[src/rtl/decode_10b8b.sv]
// 10b/8b decoder with running-disparity tracking and a saturating error count.
// Input code-group bit order is abcdei_fghj (a = bit 9, j = bit 0); output
// octet is HGFEDCBA (A = bit 0). One cycle of latency from input to output.
module decode_10b8b #(
    parameter int ERR_CNT_WIDTH = 8
) (
    input  logic                     clk,
    input  logic                     reset,
    input  logic [9:0]               code_group_10b,
    input  logic                     code_valid,
    input  logic                     err_count_clr,
    output logic [7:0]               code_group_8b,
    output logic                     is_control,
    output logic                     data_valid,
    output logic                     code_error,
    output logic                     disparity_error,
    output logic                     running_disparity,
    output logic [ERR_CNT_WIDTH-1:0] err_count
);

    logic [5:0] sb6;
    logic [3:0] sb4;
    assign sb6 = code_group_10b[9:4];
    assign sb4 = code_group_10b[3:0];

    logic [4:0] edcba;
    logic       v6;
    logic       k28_6b;
    logic       kx7_6b;
    logic [2:0] hgf;
    logic       v4;
    logic       is_k;
    logic       cerr;
    logic       derr;
    logic [2:0] ones6;
    logic [2:0] ones4;
    logic       pos6, neg6, pos4, neg4;
    logic       rd6, rd4;

    logic [7:0]               code8_q, code8_d;
    logic                     is_k_q, is_k_d;
    logic                     dvalid_q, dvalid_d;
    logic                     cerr_q, cerr_d;
    logic                     derr_q, derr_d;
    logic                     rd_q, rd_d;
    logic [ERR_CNT_WIDTH-1:0] err_cnt_q, err_cnt_d;

    // 5b/6b sub-decoder: both RD columns map to the same EDCBA value.
    always_comb begin
        v6     = 1'b1;
        edcba  = 5'd0;
        k28_6b = 1'b0;
        kx7_6b = 1'b0;
        case (sb6)
            6'b100111, 6'b011000: edcba = 5'd0;
            6'b011101, 6'b100010: edcba = 5'd1;
            6'b101101, 6'b010010: edcba = 5'd2;
            6'b110001:            edcba = 5'd3;
            6'b110101, 6'b001010: edcba = 5'd4;
            6'b101001:            edcba = 5'd5;
            6'b011001:            edcba = 5'd6;
            6'b111000, 6'b000111: edcba = 5'd7;
            6'b111001, 6'b000110: edcba = 5'd8;
            6'b100101:            edcba = 5'd9;
            6'b010101:            edcba = 5'd10;
            6'b110100:            edcba = 5'd11;
            6'b001101:            edcba = 5'd12;
            6'b101100:            edcba = 5'd13;
            6'b011100:            edcba = 5'd14;
            6'b010111, 6'b101000: edcba = 5'd15;
            6'b011011, 6'b100100: edcba = 5'd16;
            6'b100011:            edcba = 5'd17;
            6'b010011:            edcba = 5'd18;
            6'b110010:            edcba = 5'd19;
            6'b001011:            edcba = 5'd20;
            6'b101010:            edcba = 5'd21;
            6'b011010:            edcba = 5'd22;
            6'b111010, 6'b000101: begin edcba = 5'd23; kx7_6b = 1'b1; end
            6'b110011, 6'b001100: edcba = 5'd24;
            6'b100110:            edcba = 5'd25;
            6'b010110:            edcba = 5'd26;
            6'b110110, 6'b001001: begin edcba = 5'd27; kx7_6b = 1'b1; end
            6'b001110:            edcba = 5'd28;
            6'b001111, 6'b110000: begin edcba = 5'd28; k28_6b = 1'b1; end
            6'b101110, 6'b010001: begin edcba = 5'd29; kx7_6b = 1'b1; end
            6'b011110, 6'b100001: begin edcba = 5'd30; kx7_6b = 1'b1; end
            6'b101011, 6'b010100: edcba = 5'd31;
            default:              v6 = 1'b0;
        endcase
    end

    // 3b/4b sub-decoder; both x.P7 and x.A7 forms decode to 7.
    always_comb begin
        v4  = 1'b1;
        hgf = 3'd0;
        case (sb4)
            4'b1011, 4'b0100: hgf = 3'd0;
            4'b1001:          hgf = 3'd1;
            4'b0101:          hgf = 3'd2;
            4'b1100, 4'b0011: hgf = 3'd3;
            4'b1101, 4'b0010: hgf = 3'd4;
            4'b1010:          hgf = 3'd5;
            4'b0110:          hgf = 3'd6;
            4'b1110, 4'b0001,
            4'b0111, 4'b1000: hgf = 3'd7;
            default:          v4 = 1'b0;
        endcase
        // K28 only supports K28.5, whose 4b block is 1010/0101 (inverted vs data).
        if (k28_6b && (sb4 == 4'b1010 || sb4 == 4'b0101)) begin
            hgf = 3'd5;
        end
    end

    // Validity, K detection, sub-block disparity and the RD chain through the group.
    always_comb begin
        ones6 = 3'($countones(sb6));
        ones4 = 3'($countones(sb4));
        cerr  = !v6 || !v4 ||
                (k28_6b && !(sb4 == 4'b1010 || sb4 == 4'b0101));
        is_k  = k28_6b || (kx7_6b && (sb4 == 4'b0111 || sb4 == 4'b1000));
        pos6  = (ones6 > 3'd3) || (sb6 == 6'b000111);
        neg6  = (ones6 < 3'd3) || (sb6 == 6'b111000);
        pos4  = (ones4 > 3'd2) || (sb4 == 4'b0011);
        neg4  = (ones4 < 3'd2) || (sb4 == 4'b1100);
        rd6   = pos6 ? 1'b1 : (neg6 ? 1'b0 : rd_q);
        rd4   = pos4 ? 1'b1 : (neg4 ? 1'b0 : rd6);
        derr  = !cerr && ((pos6 && rd_q) || (neg6 && !rd_q) ||
                          (pos4 && rd6)  || (neg4 && !rd6));
    end

    // Next-state for output registers, RD and the saturating error counter.
    always_comb begin
        code8_d   = code8_q;
        is_k_d    = is_k_q;
        dvalid_d  = 1'b0;
        cerr_d    = cerr_q;
        derr_d    = derr_q;
        rd_d      = rd_q;
        err_cnt_d = err_cnt_q;
        if (code_valid) begin
            dvalid_d = 1'b1;
            code8_d  = cerr ? 8'h00 : {hgf, edcba};
            is_k_d   = !cerr && is_k;
            cerr_d   = cerr;
            derr_d   = derr;
            rd_d     = rd4;
        end
        if (err_count_clr) begin
            err_cnt_d = '0;
        end else if (code_valid && (cerr || derr) && (err_cnt_q != '1)) begin
            err_cnt_d = err_cnt_q + ERR_CNT_WIDTH'(1);
        end
    end

    // State registers; reset clears everything and returns RD to negative.
    always_ff @(posedge clk or posedge reset) begin
        if (reset) begin
            code8_q   <= 8'h00;
            is_k_q    <= 1'b0;
            dvalid_q  <= 1'b0;
            cerr_q    <= 1'b0;
            derr_q    <= 1'b0;
            rd_q      <= 1'b0;
            err_cnt_q <= '0;
        end else begin
            code8_q   <= code8_d;
            is_k_q    <= is_k_d;
            dvalid_q  <= dvalid_d;
            cerr_q    <= cerr_d;
            derr_q    <= derr_d;
            rd_q      <= rd_d;
            err_cnt_q <= err_cnt_d;
        end
    end

    assign code_group_8b     = code8_q;
    assign is_control        = is_k_q;
    assign data_valid        = dvalid_q;
    assign code_error        = cerr_q;
    assign disparity_error   = derr_q;
    assign running_disparity = rd_q;
    assign err_count         = err_cnt_q;

endmodule
[config.mk]
export PLATFORM = sky130hd
export DESIGN_NAME = decode_10b8b
export DESIGN_NICKNAME = d
export VERILOG_FILES = /design/src/rtl/decode_10b8b.sv
export SDC_FILE = /design/constraint.sdc
export NUM_CORES = 1
export LEC_CHECK = 0
export ABC_AREA = 0
export BUFFER_PORTS_ARGS = -buffer_cell sky130_fd_sc_hd__buf_2
export CAP_MARGIN = 0
export CORE_MARGIN = 2
export CORE_UTILIZATION = 35
export DETAILED_ROUTE_END_ITERATION = 7
export HOLD_SLACK_MARGIN = 0.15
export PLACE_DENSITY = 0.54
export SYNTH_ARGS = -nofsm -noshare
export SYNTH_HDL_FRONTEND = slang
export SYNTH_SLANG_ARGS = --single-unit
[constraint.sdc]
create_clock -name clk -period 2.23 [get_ports clk]
set_clock_uncertainty 0.1 [all_clocks]
set_input_delay 0.3345 -clock clk [delete_from_list [all_inputs] [get_ports clk]]
set_output_delay 0.3345 -clock clk [all_outputs]
set_load 0.005 [all_outputs]
* After elaboration in Yosys (flattened, before gate mapping)
Index checks and enable logic that the tools add are counted. W data, S select, Z words.
Cells by class: add/sub/neg operators 9, magnitude comparators 4, reductions and logical operators 52, multiplexer cells 15, eq/ne operators 63
Operator list (number):
- $pmux W5 S31 | 1
- $eq A6 B6 Y1 const B | 24
- $eq A6 B5 Y1 const B | 14
- $reduce_or A48 Y1 | 1
- $eq A6 B4 Y1 const B | 7
- $reduce_or A2 Y1 | 16
- $eq A4 B4 Y1 const B | 7
- $mux W8 | 3
- $pmux W3 S7 | 1
- $eq A6 B3 Y1 const B | 3
- $eq A4 B3 Y1 const B | 4
- $reduce_or A14 Y1 | 1
- $logic_or A1 B1 Y1 | 13
- $logic_and A1 B1 Y1 | 11
- $add A1 B1 Y2 | 5
- $mux W1 | 9
- $add A8 B1 Y8 const B | 1
- $eq A4 B2 Y1 const B | 2
- $ne A8 B8 Y1 const B | 1
- $reduce_or A8 Y1 | 1
- $add A2 B2 Y3 | 2
- $gt A3 B2 Y1 const B | 2
- $logic_not A1 Y1 | 6
- $lt A3 B2 Y1 const B | 2
- 6 further kinds | 6
Storage, ports and cells: register bits after elaboration 21, output and inout port bits 21, input port bits 14, logic and storage cells 150

* Depth between registers and ports, before layout
Gate-level depths: netlist of the first run.
depth in word-level cells 16, mapped depth 15, depth with buffers taken out 13

* Least setup slack after synthesis of the first run
No wires, ideal clock.
path kind input-to-reg, from in code_group_10b[4], to reg err_cnt_q[5] (netlist: err_count[5]), path slack -1.782 ns, stages on the path 14, library setup time 0.128 ns, arrival 3.784 ns, data required time 2.002 ns, buffers on the path 1, path through fa_1 > inv_1 > fa_1 > inv_1 > ha_1 > fa_1 > a21o_1 > o21ai_0 > mux2_2 > a311oi_1 > a211oi_1 > buf_6 > nor4_1 > mux2_1
On the way: longest elaborated chain between the ends 15, elaborated cells on any way between the ends 79, those cells by class add/sub (3); order compare (2); eq/ne (48); mux (4); reduce/logical (22)
Ends and longest elaborated chain:
- from (decl) | line 9 | input logic [9:0] code_group_10b,
- $add A1 B1 Y2 (implied by the code) | line 116 | ones6 = 3'($countones(sb6));
- $add A2 B2 Y3 (implied by the code) | line 116
- $add A3 B2 Y3 (implied by the code) | line 116
- $lt A3 B2 Y1 | line 122 | neg6 = (ones6 < 3'd3) || (sb6 == 6'b111000);
- $logic_or A1 B1 Y1 | line 122
- $mux W1 (2 in a row) | line 125 | rd6 = pos6 ? 1'b1 : (neg6 ? 1'b0 : rd_q);
- $logic_and A1 B1 Y1 / $logic_not A1 Y1 (equally long branches) | line 128 | (pos4 && rd6) || (neg4 && !rd6));
- $logic_or A1 B1 Y1 / $logic_and A1 B1 Y1 (equally long branches) | line 127, 128
- $logic_or A1 B1 Y1 | line 128
- $logic_and A1 B1 Y1 | line 127 | derr = !cerr && ((pos6 && rd_q) || (neg6 && !rd_q) ||
- $logic_or A1 B1 Y1 * | line 150 | end else if (code_valid && (cerr || derr) && (err_cnt_q != '1)) begin
- $logic_and A1 B1 Y1 * (2 in a row) | line 150
- $reduce_bool A2 Y1 (no line) *
- to (signal assigned) | line 172 | err_cnt_q <= err_cnt_d;
- to (decl) | line 46 | logic [ERR_CNT_WIDTH-1:0] err_cnt_q, err_cnt_d;
Mark *: on every way between the ends. The rest lies on a longest branch, timed or not. A chain may end at the register's enable or synchronous reset.

* Final worst setup path of the first run
from in code_group_10b[4], to reg err_cnt_q[4] (netlist: err_count[4])
The elaborated chain is that of the path after synthesis.

==> impl_metrics.env, run 1 <==
export IMPL_die_w_um=85.44
export IMPL_crit_chain="buf_6 > fa_1 > inv_1 > fa_1 > inv_1 > ha_2 > fa_1 > a21o_1 > o21ai_2 > mux2_4 > a311oi_4 > a211oi_2 > buf_6 > buf_4 > nor3_4 > mux2_4"
export IMPL_drv_slew=0
export IMPL_grt_pass1_wl_um=11660
export IMPL_cts_tree="done"
export IMPL_gp_congestion=0.8635
export IMPL_worstSkewPairLatency_ns=0.26
export IMPL_ir_drop_mv=0.4250
export IMPL_io_buffers=34
export IMPL_utilization_pct=55.29
export IMPL_final_cells=468
export IMPL_outcome="finished, violations left"
export IMPL_clkTransAtPathRegs_ns=0.08
export IMPL_seqPwrFrac_pct=32.2
export IMPL_drt_pass1_iterations=4
export IMPL_cp_slowest_stage_delay_ns=0.53
export IMPL_antenna_cells=0
export IMPL_worstSetupStartpointType="input port"
export IMPL_crit_path_frequent_cell="fa_1"
export IMPL_cts_buffer_depth=2
export IMPL_drive_gt1_share_pct=44.76
export IMPL_synthesis_area_sq_mm=0.002321
export IMPL_setup_slack_ns=-1.578
export IMPL_yosysSeqAreaShare_pct=22.64
export IMPL_num_vias=2553
export IMPL_slew_headroom_pct=61.44
export IMPL_end_kind="register"
export IMPL_required_ns=2.27
export IMPL_rsz0062_at_grt="true"
export IMPL_placedCellCount=454
export IMPL_post_dp_hpwl_um=5150
export IMPL_std_cell_rows=29
export IMPL_path_class="in -> reg"
export IMPL_fin_crit_sh_pct=170.8
export IMPL_netlist_instances=285
export IMPL_cts_htree_levels=1
export IMPL_drt_initial_drc_count=239
export IMPL_intPower_uw=909.4
export IMPL_vias_per_cell=5.455
export IMPL_die_area_sq_mm=0.007299
export IMPL_root_buffer="clkbuf_8"
export IMPL_drc_errors=0
export IMPL_antenna_left=0
export IMPL_cp_arrival_ns=3.85
export IMPL_grtUsageTotal_pct=19.17
export IMPL_violations="setup timing"
export IMPL_core_area_sq_mm=0.006386
export IMPL_p_clk_share_pct=17.6
export IMPL_critPathTopFamily="adder cells"
export IMPL_min_path_type="in -> reg"
export IMPL_first_global_vias=2428
export IMPL_chipHeight_um=85.44
export IMPL_grt_overflow=0
export IMPL_cap_violations=0
export IMPL_hold_worst_slack_ns=0.2180
export IMPL_avgSynthCellArea_sq_um=8.144
export IMPL_cpMaxStageDelayCell="fa_1"
export IMPL_initial_core_util_pct=36.34
export IMPL_post_drt_wl_per_cell_um=14.79
export IMPL_antenna_found_initial=0
export IMPL_setup_viol=18
export IMPL_grt_max_degree=27
export IMPL_synth_edff_count=0
export IMPL_ys_async_sr_fraction_pct=100.0
export IMPL_cts_made_buffers=3
export IMPL_max_clock_freq_mhz=262.6
export IMPL_dp_slack_ns=-1.965
export IMPL_area_growth_pct=52.13
export IMPL_finalNetCount=423
export IMPL_min_period_ns=3.808
export IMPL_switching_share_pct=35.49
export IMPL_path_max_fanout=5
export IMPL_fill_cells=601
export IMPL_syn_num_nets=316
export IMPL_synth_main_ff_cell="dfrtp_1"
export IMPL_power_density_mw_per_mm2=399.3
export IMPL_power_leakage_nw=1.650
export IMPL_drt_wl_total_um=6920
export IMPL_yosysWarnings=0
export IMPL_ys_ff_latch=21
export IMPL_cp_num_buf_inv=5
export IMPL_comb_power_share_pct=50.2
export IMPL_hold_violations=0
export IMPL_io_pins=35
export IMPL_worst_pin_slew_ns=0.5638
export IMPL_clock_sinks=21
export IMPL_p_sw_uw=500.4
export IMPL_ys_types=62
power by group through the flow:
| stage | clock (mW) | combinational [mW] | sequential, mW |
|---|---|---|---|
| after floorplan | 0 | 0.356 | 0.453 |
| after global placement | 0 | 0.602 | 0.453 |
| after detailed placement | 0 | 0.612 | 0.455 |
| after CTS | 0.256 | 0.698 | 0.453 |
| after global routing | 0.273 | 0.776 | 0.458 |
| final | 0.249 | 0.708 | 0.454 |
synth_stat cells (all sizes together), types with 3 or more instances:
| library cell | n | area [sq um] |
|---|---|---|
| nor2 | 24 | 90.09 |
| a21oi | 17 | 85.08 |
| nand3b | 5 | 37.54 |
| nor3 | 7 | 35.03 |
| nand2b | 7 | 43.79 |
| clkbuf | 7 | 26.28 |
| buf | 12 | 76.32 |
| ha | 13 | 162.7 |
| nor3b | 3 | 22.52 |
| nor2b | 13 | 81.33 |
| inv | 18 | 67.56 |
| a21o | 4 | 30.03 |
| a22o | 8 | 70.07 |
| dfrtp | 21 | 525.5 |
| o22ai | 5 | 31.28 |
| o2bb2ai | 3 | 26.28 |
| nor4 | 4 | 40.04 |
| nand4 | 3 | 18.77 |
| o21ai | 13 | 65.06 |
| a31oi | 5 | 31.28 |
| or3 | 3 | 18.77 |
| a22oi | 3 | 22.52 |
| fa | 4 | 80.08 |
| mux2 | 8 | 93.83 |
| nand2 | 22 | 82.58 |
| nand3 | 8 | 40.04 |
| mux2i | 3 | 30.03 |
area by class of cell:
cell class / count / area (sq um) / share of cell area (%)
Tap cell: 77 / 96.34 / 2.729
Inverter: 18 / 87.58 / 2.481
Clock inverter: 1 / 5.005 / 0.1417
Timing Repair Buffer: 121 / 879.6 / 24.91
Clock buffer: 3 / 41.29 / 1.169
Sequential cell: 21 / 525.5 / 14.88
Multi-Input combinational cell: 227 / 1896 / 53.69
per-stage QoR:
stage	total power, mW	cell area, sq um	setup TNS, ns
6_report	1.410	3531	-14.66
5_1_grt	1.506	3531	-16.71
4_1_cts	1.407	3472	-15.04
3_5_place_dp	1.067	3174	-23.66
3_3_place_gp	1.055	3174	-22.58
2_1_floorplan	0.8089	2442	-14.20
final timing paths:
| kind | from | depth (start not counted) | endpoint | slack (ns) |
|---|---|---|---|---|
| max in group asynchronous | reset | 4 | err_count[6] | 1.25 |
| min | code_valid | 1 | data_valid | 0.22 |
| min in group asynchronous | reset | 4 | code_error | 0.56 |
| max reg2reg | err_count[3] | 7 | err_count[6] | 0.19 |
| max | code_group_10b[4] | 16 | err_count[4] | -1.58 |
| min reg2reg | code_group_8b[7] | 1 | code_group_8b[7] | 0.40 |
sequential cells by signal (all words and copies together), names as in the netlist:
signal / count
err_count: 8
running_disparity: 1
code_group_8b: 8
disparity_error: 1
data_valid: 1
is_control: 1
code_error: 1
layout by cell type, fill, tap and decap left out, drive strengths merged, types with 4 or more instances in the layout:
cell / n
a21o: 4
a21oi: 17
a22o: 8
a31oi: 5
buf: 120
dfrtp: 21
fa: 4
ha: 13
inv: 18
mux2: 8
nand2: 22
nand2b: 7
nand3: 8
nand3b: 5
nor2: 24
nor2b: 13
nor3: 7
nor4: 4
o21ai: 13
o22ai: 5
kinds of logic (layout without fill, tap and decap cells):
group / Yosys count / after routing / share of synthesized area [%]
DFF: 21 / 21 / 22.64
AOI/OAI and AO/OA: 84 / 84 / 26.42
buffers and inverters: 37 / 143 / 7.331
muxes: 11 / 11 / 5.337
and+or+nand+nor: 114 / 114 / 27.44
adders and majority gates: 17 / 17 / 10.46
xor gates and xnor gates: 1 / 1 / 0.3774
per-layer routing:
layer | GRT usage (%) | up-vias | share of wire [%] | routed length [um]
li1 | - | 1259 | - | -
met1 | 27.70 | 1229 | 48 | 3332
met2 | 31.82 | 59 | 48 | 3306
met3 | 1.751 | 6 | 3.3 | 231
met4 | 2.742 | 0 | 0.71 | 49
met5 | 0 | - | 0 | 0
repair_timing:
action	CTS	global route
cloned	1	0
endpoints found under the setup margin	20	20
gates resized for setup	39	11
endpoints found under the hold margin	21	0
pin swaps	15	6
setup buffers	6	3
hold buffers	1	0
Note: power is estimated with default switching activity, not from simulation.
==> run 2, diff against run 1 <==
--- a/config.mk
+++ b/config.mk
@@ -6,13 +6,13 @@
 export NUM_CORES = 1
 export LEC_CHECK = 0
 export ABC_AREA = 0
-export BUFFER_PORTS_ARGS = -buffer_cell sky130_fd_sc_hd__buf_2
 export CAP_MARGIN = 0
 export CORE_MARGIN = 2
 export CORE_UTILIZATION = 35
 export DETAILED_ROUTE_END_ITERATION = 7
+export DONT_BUFFER_PORTS = 1
 export HOLD_SLACK_MARGIN = 0.15
-export PLACE_DENSITY = 0.54
+export PLACE_DENSITY = 0.5
 export SYNTH_ARGS = -nofsm -noshare
 export SYNTH_HDL_FRONTEND = slang
 export SYNTH_SLANG_ARGS = --single-unit
==> run 2 against run 1 <==
Net effect:
- largest power group unchanged
- the flow still finishes with violations (setup timing)
- maximum frequency rose by 4.0%
- global-route usage fell by 0.18 points
- sequential power barely moved
- non-clock buffer count decreased by 48
- design area is 7.2% lower
- utilization is 4.0 points lower
- critical path depth is 1 lower
- clock power is 2% lower
- highest routed layer unchanged
- sequential share of layout area is 1.2 points higher
- critical endpoint is now err_count[0]
==> impl_metrics.env, run 2 (synthesis results as in run 1) <==
export IMPL_io_buffers=0
export IMPL_die_area_sq_mm=0.007299
export IMPL_cts_htree_levels=1
export IMPL_area_growth_pct=41.19
export IMPL_seqPwrFrac_pct=33.3
export IMPL_cp_arrival_ns=3.75
export IMPL_drt_initial_drc_count=123
export IMPL_drive_gt1_share_pct=37.79
export IMPL_min_period_ns=3.661
export IMPL_crit_path_frequent_cell="fa_1"
export IMPL_comb_power_share_pct=48.8
export IMPL_slew_headroom_pct=45.95
export IMPL_cpMaxStageDelayCell="fa_1"
export IMPL_cts_buffer_depth=2
export IMPL_outcome="finished, violations left"
export IMPL_antenna_cells=0
export IMPL_grt_max_degree=32
export IMPL_die_w_um=85.44
export IMPL_drv_slew=0
export IMPL_final_cell_mix="buf_4 (62), nor2_1 (22), dfrtp_1 (21)"
export IMPL_path_class="in -> reg"
export IMPL_p_sw_uw=466.7
export IMPL_switching_share_pct=34.10
export IMPL_clock_sinks=21
export IMPL_cts_tree="done"
export IMPL_grt_pass1_wl_um=11470
export IMPL_violations="setup timing"
export IMPL_grt_overflow=0
export IMPL_power_density_mw_per_mm2=417.6
export IMPL_core_area_sq_mm=0.006386
export IMPL_cp_slowest_stage_delay_ns=0.51
export IMPL_root_buffer="clkbuf_8"
export IMPL_required_ns=2.32
export IMPL_ir_drop_mv=0.3360
export IMPL_std_cell_rows=29
export IMPL_hold_worst_slack_ns=0.1653
export IMPL_cts_made_buffers=3
export IMPL_finalNetCount=376
export IMPL_vias_per_cell=5.658
export IMPL_first_global_vias=2293
export IMPL_clkTransAtPathRegs_ns=0.08
export IMPL_path_max_fanout=4
export IMPL_antenna_found_initial=0
export IMPL_post_drt_wl_per_cell_um=16.40
export IMPL_fin_crit_sh_pct=164.2
export IMPL_post_dp_hpwl_um=4861
export IMPL_worstHoldStart="code_valid"
export IMPL_antenna_left=0
export IMPL_final_common_cell="buf_4"
export IMPL_worstSkewPairLatency_ns=0.26
export IMPL_p_clk_share_pct=17.9
export IMPL_grtUsageTotal_pct=18.98
export IMPL_worstSetupStartpointType="input port"
export IMPL_io_pins=35
export IMPL_r2r_start="err_count[4]"
export IMPL_hold_violations=0
export IMPL_fin_setup_tns_ns=-12.95
export IMPL_rsz0062_at_grt="true"
export IMPL_power_leakage_nw=1.430
export IMPL_initial_core_util_pct=36.34
export IMPL_worst_pin_slew_ns=0.8099
export IMPL_crit_chain="fa_1 > inv_1 > fa_1 > inv_1 > ha_2 > fa_1 > a21o_1 > o21ai_4 > mux2_4 > a311oi_4 > buf_6 > a211oi_2 > buf_4 > or3_4 > a21oi_2"
export IMPL_end_kind="register"
export IMPL_drc_errors=0
export IMPL_setup_slack_ns=-1.431
export IMPL_max_clock_freq_mhz=273.1
export IMPL_crit_path_start="code_group_10b[4]"
export IMPL_drt_pass1_iterations=4
export IMPL_chipHeight_um=85.44
export IMPL_intPower_uw=901.9
export IMPL_num_vias=2382
export IMPL_cap_violations=0
export IMPL_gp_congestion=0.8419
export IMPL_setup_viol=15
export IMPL_min_path_type="in -> reg"
export IMPL_drt_wl_total_um=6906
## run 2: cell count changes in the layout (fill, tap and decap cells not counted), moves of 2 or more
cell	before	now
buf_2	32	0
buf_4	77	62
o2bb2ai_1	3	0
o2bb2ai_2	0	3
buf_8	2	0
dlygate4sd3_1	1	3
mux2_2	1	3
mux2_4	7	5
o21ai_0	10	12
o21ai_1	2	0
## run 2: critical path, delay by kind of cell
family                     cells  cell delay [ns]
adders and majority gates      4             1.58
buffers and inverters          4             0.41
and+or+nand+nor                1             0.38
AOI/OAI and AO/OA              5             0.72
muxes                          1             0.33
## run 2: worst paths after layout
path,endpoint,slack (ns),depth (start not counted)
max reg2reg,err_count[3],0.12,6
min,running_disparity,0.17,2
max,err_count[0],-1.43,15
max in group asynchronous,code_group_8b[3],0.95,2
min in group asynchronous,err_count[5],0.57,2
min reg2reg,code_group_8b[5],0.42,1
## run 2: through the flow
step                      util (%)  setup WS [ns]  power, mW  cell area [sq um]  instances
after floorplan                  -         -1.586     0.8089               2442        285
after global placement       44.57         -1.861     0.9474               2846        399
after detailed placement     44.57         -1.907     0.9521               2846        399
after CTS                    48.75         -1.472      1.303               3113        414
after global routing         51.31         -1.541      1.452               3277        421
final                        51.31         -1.431      1.369               3277        421
## run 2: what timing repair did
action / CTS / global route
endpoints found under the setup margin: 13 / 17
hold endpoints to repair: 28 / 0
setup buffers: 8 / 7
pin swaps: 13 / 22
gates resized for setup: 21 / 24
hold buffers: 3 / 0
cloned: 1 / 0
## run 2: power by group through the flow
stage / clock network, mW / logic [mW] / registers, mW
finish: 0.245 / 0.668 / 0.455
global route: 0.265 / 0.726 / 0.461
detailed placement: 0 / 0.493 / 0.459
floorplan: 0 / 0.356 / 0.453
global placement: 0 / 0.488 / 0.459
CTS: 0.253 / 0.595 / 0.455
## run 2: final cells by class
type	count	area [sq um]
Inverter	18	87.58
Sequential cell	21	525.5
Timing Repair Buffer	73	585.6
Multi-Input combinational cell	228	1937
Clock buffer	4	45.04
Tap cell	77	96.34
Fill cell	599	3109
## run 2: metal layers
| metal | GRT usage [%] | routed length, um | vias up |
|---|---|---|---|
| li1 | - | - | 1172 |
| met1 | 26.36 | 3270 | 1149 |
| met2 | 31.61 | 3296 | 51 |
| met3 | 3.210 | 290 | 10 |
| met4 | 2.886 | 48 | 0 |
| met5 | 0 | 0 | - |
==> run 3, diff against run 2 <==
--- a/config.mk
+++ b/config.mk
@@ -7,12 +7,14 @@
 export LEC_CHECK = 0
 export ABC_AREA = 0
 export CAP_MARGIN = 0
+export CORE_ASPECT_RATIO = 0.75
 export CORE_MARGIN = 2
 export CORE_UTILIZATION = 35
 export DETAILED_ROUTE_END_ITERATION = 7
 export DONT_BUFFER_PORTS = 1
 export HOLD_SLACK_MARGIN = 0.15
 export PLACE_DENSITY = 0.5
+export REMOVE_ABC_BUFFERS = 1
 export SYNTH_ARGS = -nofsm -noshare
 export SYNTH_HDL_FRONTEND = slang
 export SYNTH_SLANG_ARGS = --single-unit
==> run 3 against run 2 <==
Net effect:
- the run still ends with setup timing left
- global-route usage shrank 0.32 points
- routed wire length shrank 0.81%
- setup slack lost 0.011 ns
- register-to-register slack gained 0.08 ns
- maximum frequency shrank 0.30%
- clock power grew 4%
- power shrank 2.5%
- sequential share of layout area grew 0.52 points
- non-clock buffer count grew 4
- cell count grew 1.7%
- critical endpoint is now err_count[6]
==> impl_metrics.env, run 3 (synthesis results as in run 1) <==
export IMPL_seqPwrFrac_pct=34.1
export IMPL_path_max_fanout=27
export IMPL_cts_made_buffers=3
export IMPL_root_buffer="clkbuf_8"
export IMPL_cap_violations=0
export IMPL_worst_pin_slew_ns=0.8268
export IMPL_post_drt_wl_per_cell_um=16.00
export IMPL_cts_tree="done"
export IMPL_setup_slack_ns=-1.442
export IMPL_rsz0062_at_grt="true"
export IMPL_antenna_found_initial=0
export IMPL_worstSetupStartpointType="input port"
export IMPL_die_w_um=98.03
export IMPL_initial_core_util_pct=36.55
export IMPL_clock_sinks=21
export IMPL_final_cell_mix="buf_4 (68), nor2_1 (21), dfrtp_1 (21)"
export IMPL_crit_chain="fa_1 > inv_1 > fa_1 > inv_1 > ha_2 > fa_2 > a21o_1 > o21ai_2 > mux2_4 > a311oi_4 > a211oi_4 > buf_6 > or4_1 > a21oi_1"
export IMPL_drt_wl_total_um=6850
export IMPL_required_ns=2.32
export IMPL_final_common_cell="buf_4"
export IMPL_first_global_vias=2212
export IMPL_drt_pass1_iterations=5
export IMPL_drc_errors=0
export IMPL_p_total_mw=1.334
export IMPL_vias_per_cell=5.607
export IMPL_fin_setup_tns_ns=-13.79
export IMPL_grt_max_degree=32
export IMPL_min_period_ns=3.672
export IMPL_drt_initial_drc_count=205
export IMPL_setup_viol=17
export IMPL_finalNetCount=379
export IMPL_post_dp_hpwl_um=5015
export IMPL_io_buffers=0
export IMPL_design_area_sq_mm=0.003173
export IMPL_core_area_sq_mm=0.006350
export IMPL_io_pins=35
export IMPL_chipHeight_um=74.53
export IMPL_gp_congestion=0.8580
export IMPL_path_class="in -> reg"
export IMPL_drv_slew=0
export IMPL_cp_slowest_stage_delay_ns=0.53
export IMPL_cpMaxStageDelayCell="fa_1"
export IMPL_drive_gt1_share_pct=34.29
export IMPL_p_sw_uw=451.9
export IMPL_cp_num_buf_inv=3
export IMPL_p_clk_share_pct=19.1
export IMPL_antenna_left=0
export IMPL_comb_power_share_pct=46.7
export IMPL_die_area_sq_mm=0.007306
export IMPL_antenna_cells=0
export IMPL_grtUsageTotal_pct=18.66
export IMPL_worstSkewPairLatency_ns=0.26
export IMPL_cts_buffer_depth=2
export IMPL_place_area_sq_mm=0.002808
export IMPL_cp_arrival_ns=3.77
export IMPL_clkTransAtPathRegs_ns=0.08
export IMPL_std_cell_rows=25
export IMPL_max_clock_freq_mhz=272.3
export IMPL_cts_htree_levels=1
export IMPL_intPower_uw=881.9
export IMPL_fin_crit_sh_pct=164.7
export IMPL_ir_drop_mv=0.2322
export IMPL_power_density_mw_per_mm2=420.3
export IMPL_power_leakage_nw=1.409
export IMPL_hold_violations=0
export IMPL_min_path_type="in -> reg"
export IMPL_grt_overflow=0
export IMPL_violations="setup timing"
export IMPL_end_kind="register"
export IMPL_area_growth_pct=36.71
export IMPL_switching_share_pct=33.88
export IMPL_grt_pass1_wl_um=11250
export IMPL_outcome="finished, violations left"
export IMPL_num_vias=2400
export IMPL_slew_headroom_pct=44.82
export IMPL_critPathTopFamily="adder cells"
==> run 3: changes by cell type in the layout (fill, tap and decap cells not counted), sizes merged <==
cell         change
a211oi           -1
clkinvlp         +1
inv              -1
dlygate4sd3      +1
buf              +3
==> run 3: cell type report <==
cell class                 instances  area (sq um)
fill                             599          3177
sequential                        21         525.5
tap                               81         101.3
inverter                          18         71.32
timing repair buffer              77         606.8
multi-input combinational        227          1823
clock buffer                       4         45.04
==> run 3: worst paths after layout <==
path	depth (start not counted)	slack, ns	to	start
setup / recovery	14	-1.44	err_count[6]	code_group_10b[7]
hold / removal	2	0.13	code_group_8b[3]	code_valid
setup reg to reg	7	0.20	err_count[6]	running_disparity
hold reg to reg	1	0.42	code_group_8b[4]	code_group_8b[4]
max in group asynchronous	2	0.94	err_count[5]	reset
min in group asynchronous	2	0.58	code_error	reset
==> run 3: layer usage <==
metal  GRT usage [%]  share of wire [%]
met1           28.60                 50
met2           29.07                 44
met3           2.726                5.9
met4           1.389               0.19
met5               0                  0
==> run 3: power by group through the flow <==
stage | Combinational [mW] | Sequential [mW] | Clock (mW)
after CTS | 0.587 | 0.456 | 0.261
after floorplan | 0.284 | 0.452 | 0
after detailed placement | 0.487 | 0.460 | 0
after global placement | 0.483 | 0.461 | 0
after global routing | 0.687 | 0.460 | 0.270
final | 0.623 | 0.455 | 0.255
==> run 3: repair_timing <==
action                                 CTS  global route
setup endpoints to repair               16            19
setup buffers                            6             3
hold buffers                             3             1
pin swaps                               26            15
endpoints found under the hold margin   28             1
gates resized for setup                 32            15
==> run 3: per-stage QoR <==
stage                     hold slack, ns  instances  util, %  worst slack [ns]
after global placement            0.2673        412    44.22            -2.017
after CTS                         0.1527        424    48.49            -1.440
final                             0.1320        428    49.97            -1.442
after floorplan                   0.2110        266        -            -1.806
after global routing              0.1640        428    49.97            -1.630
after detailed placement          0.2674        412    44.22            -2.054
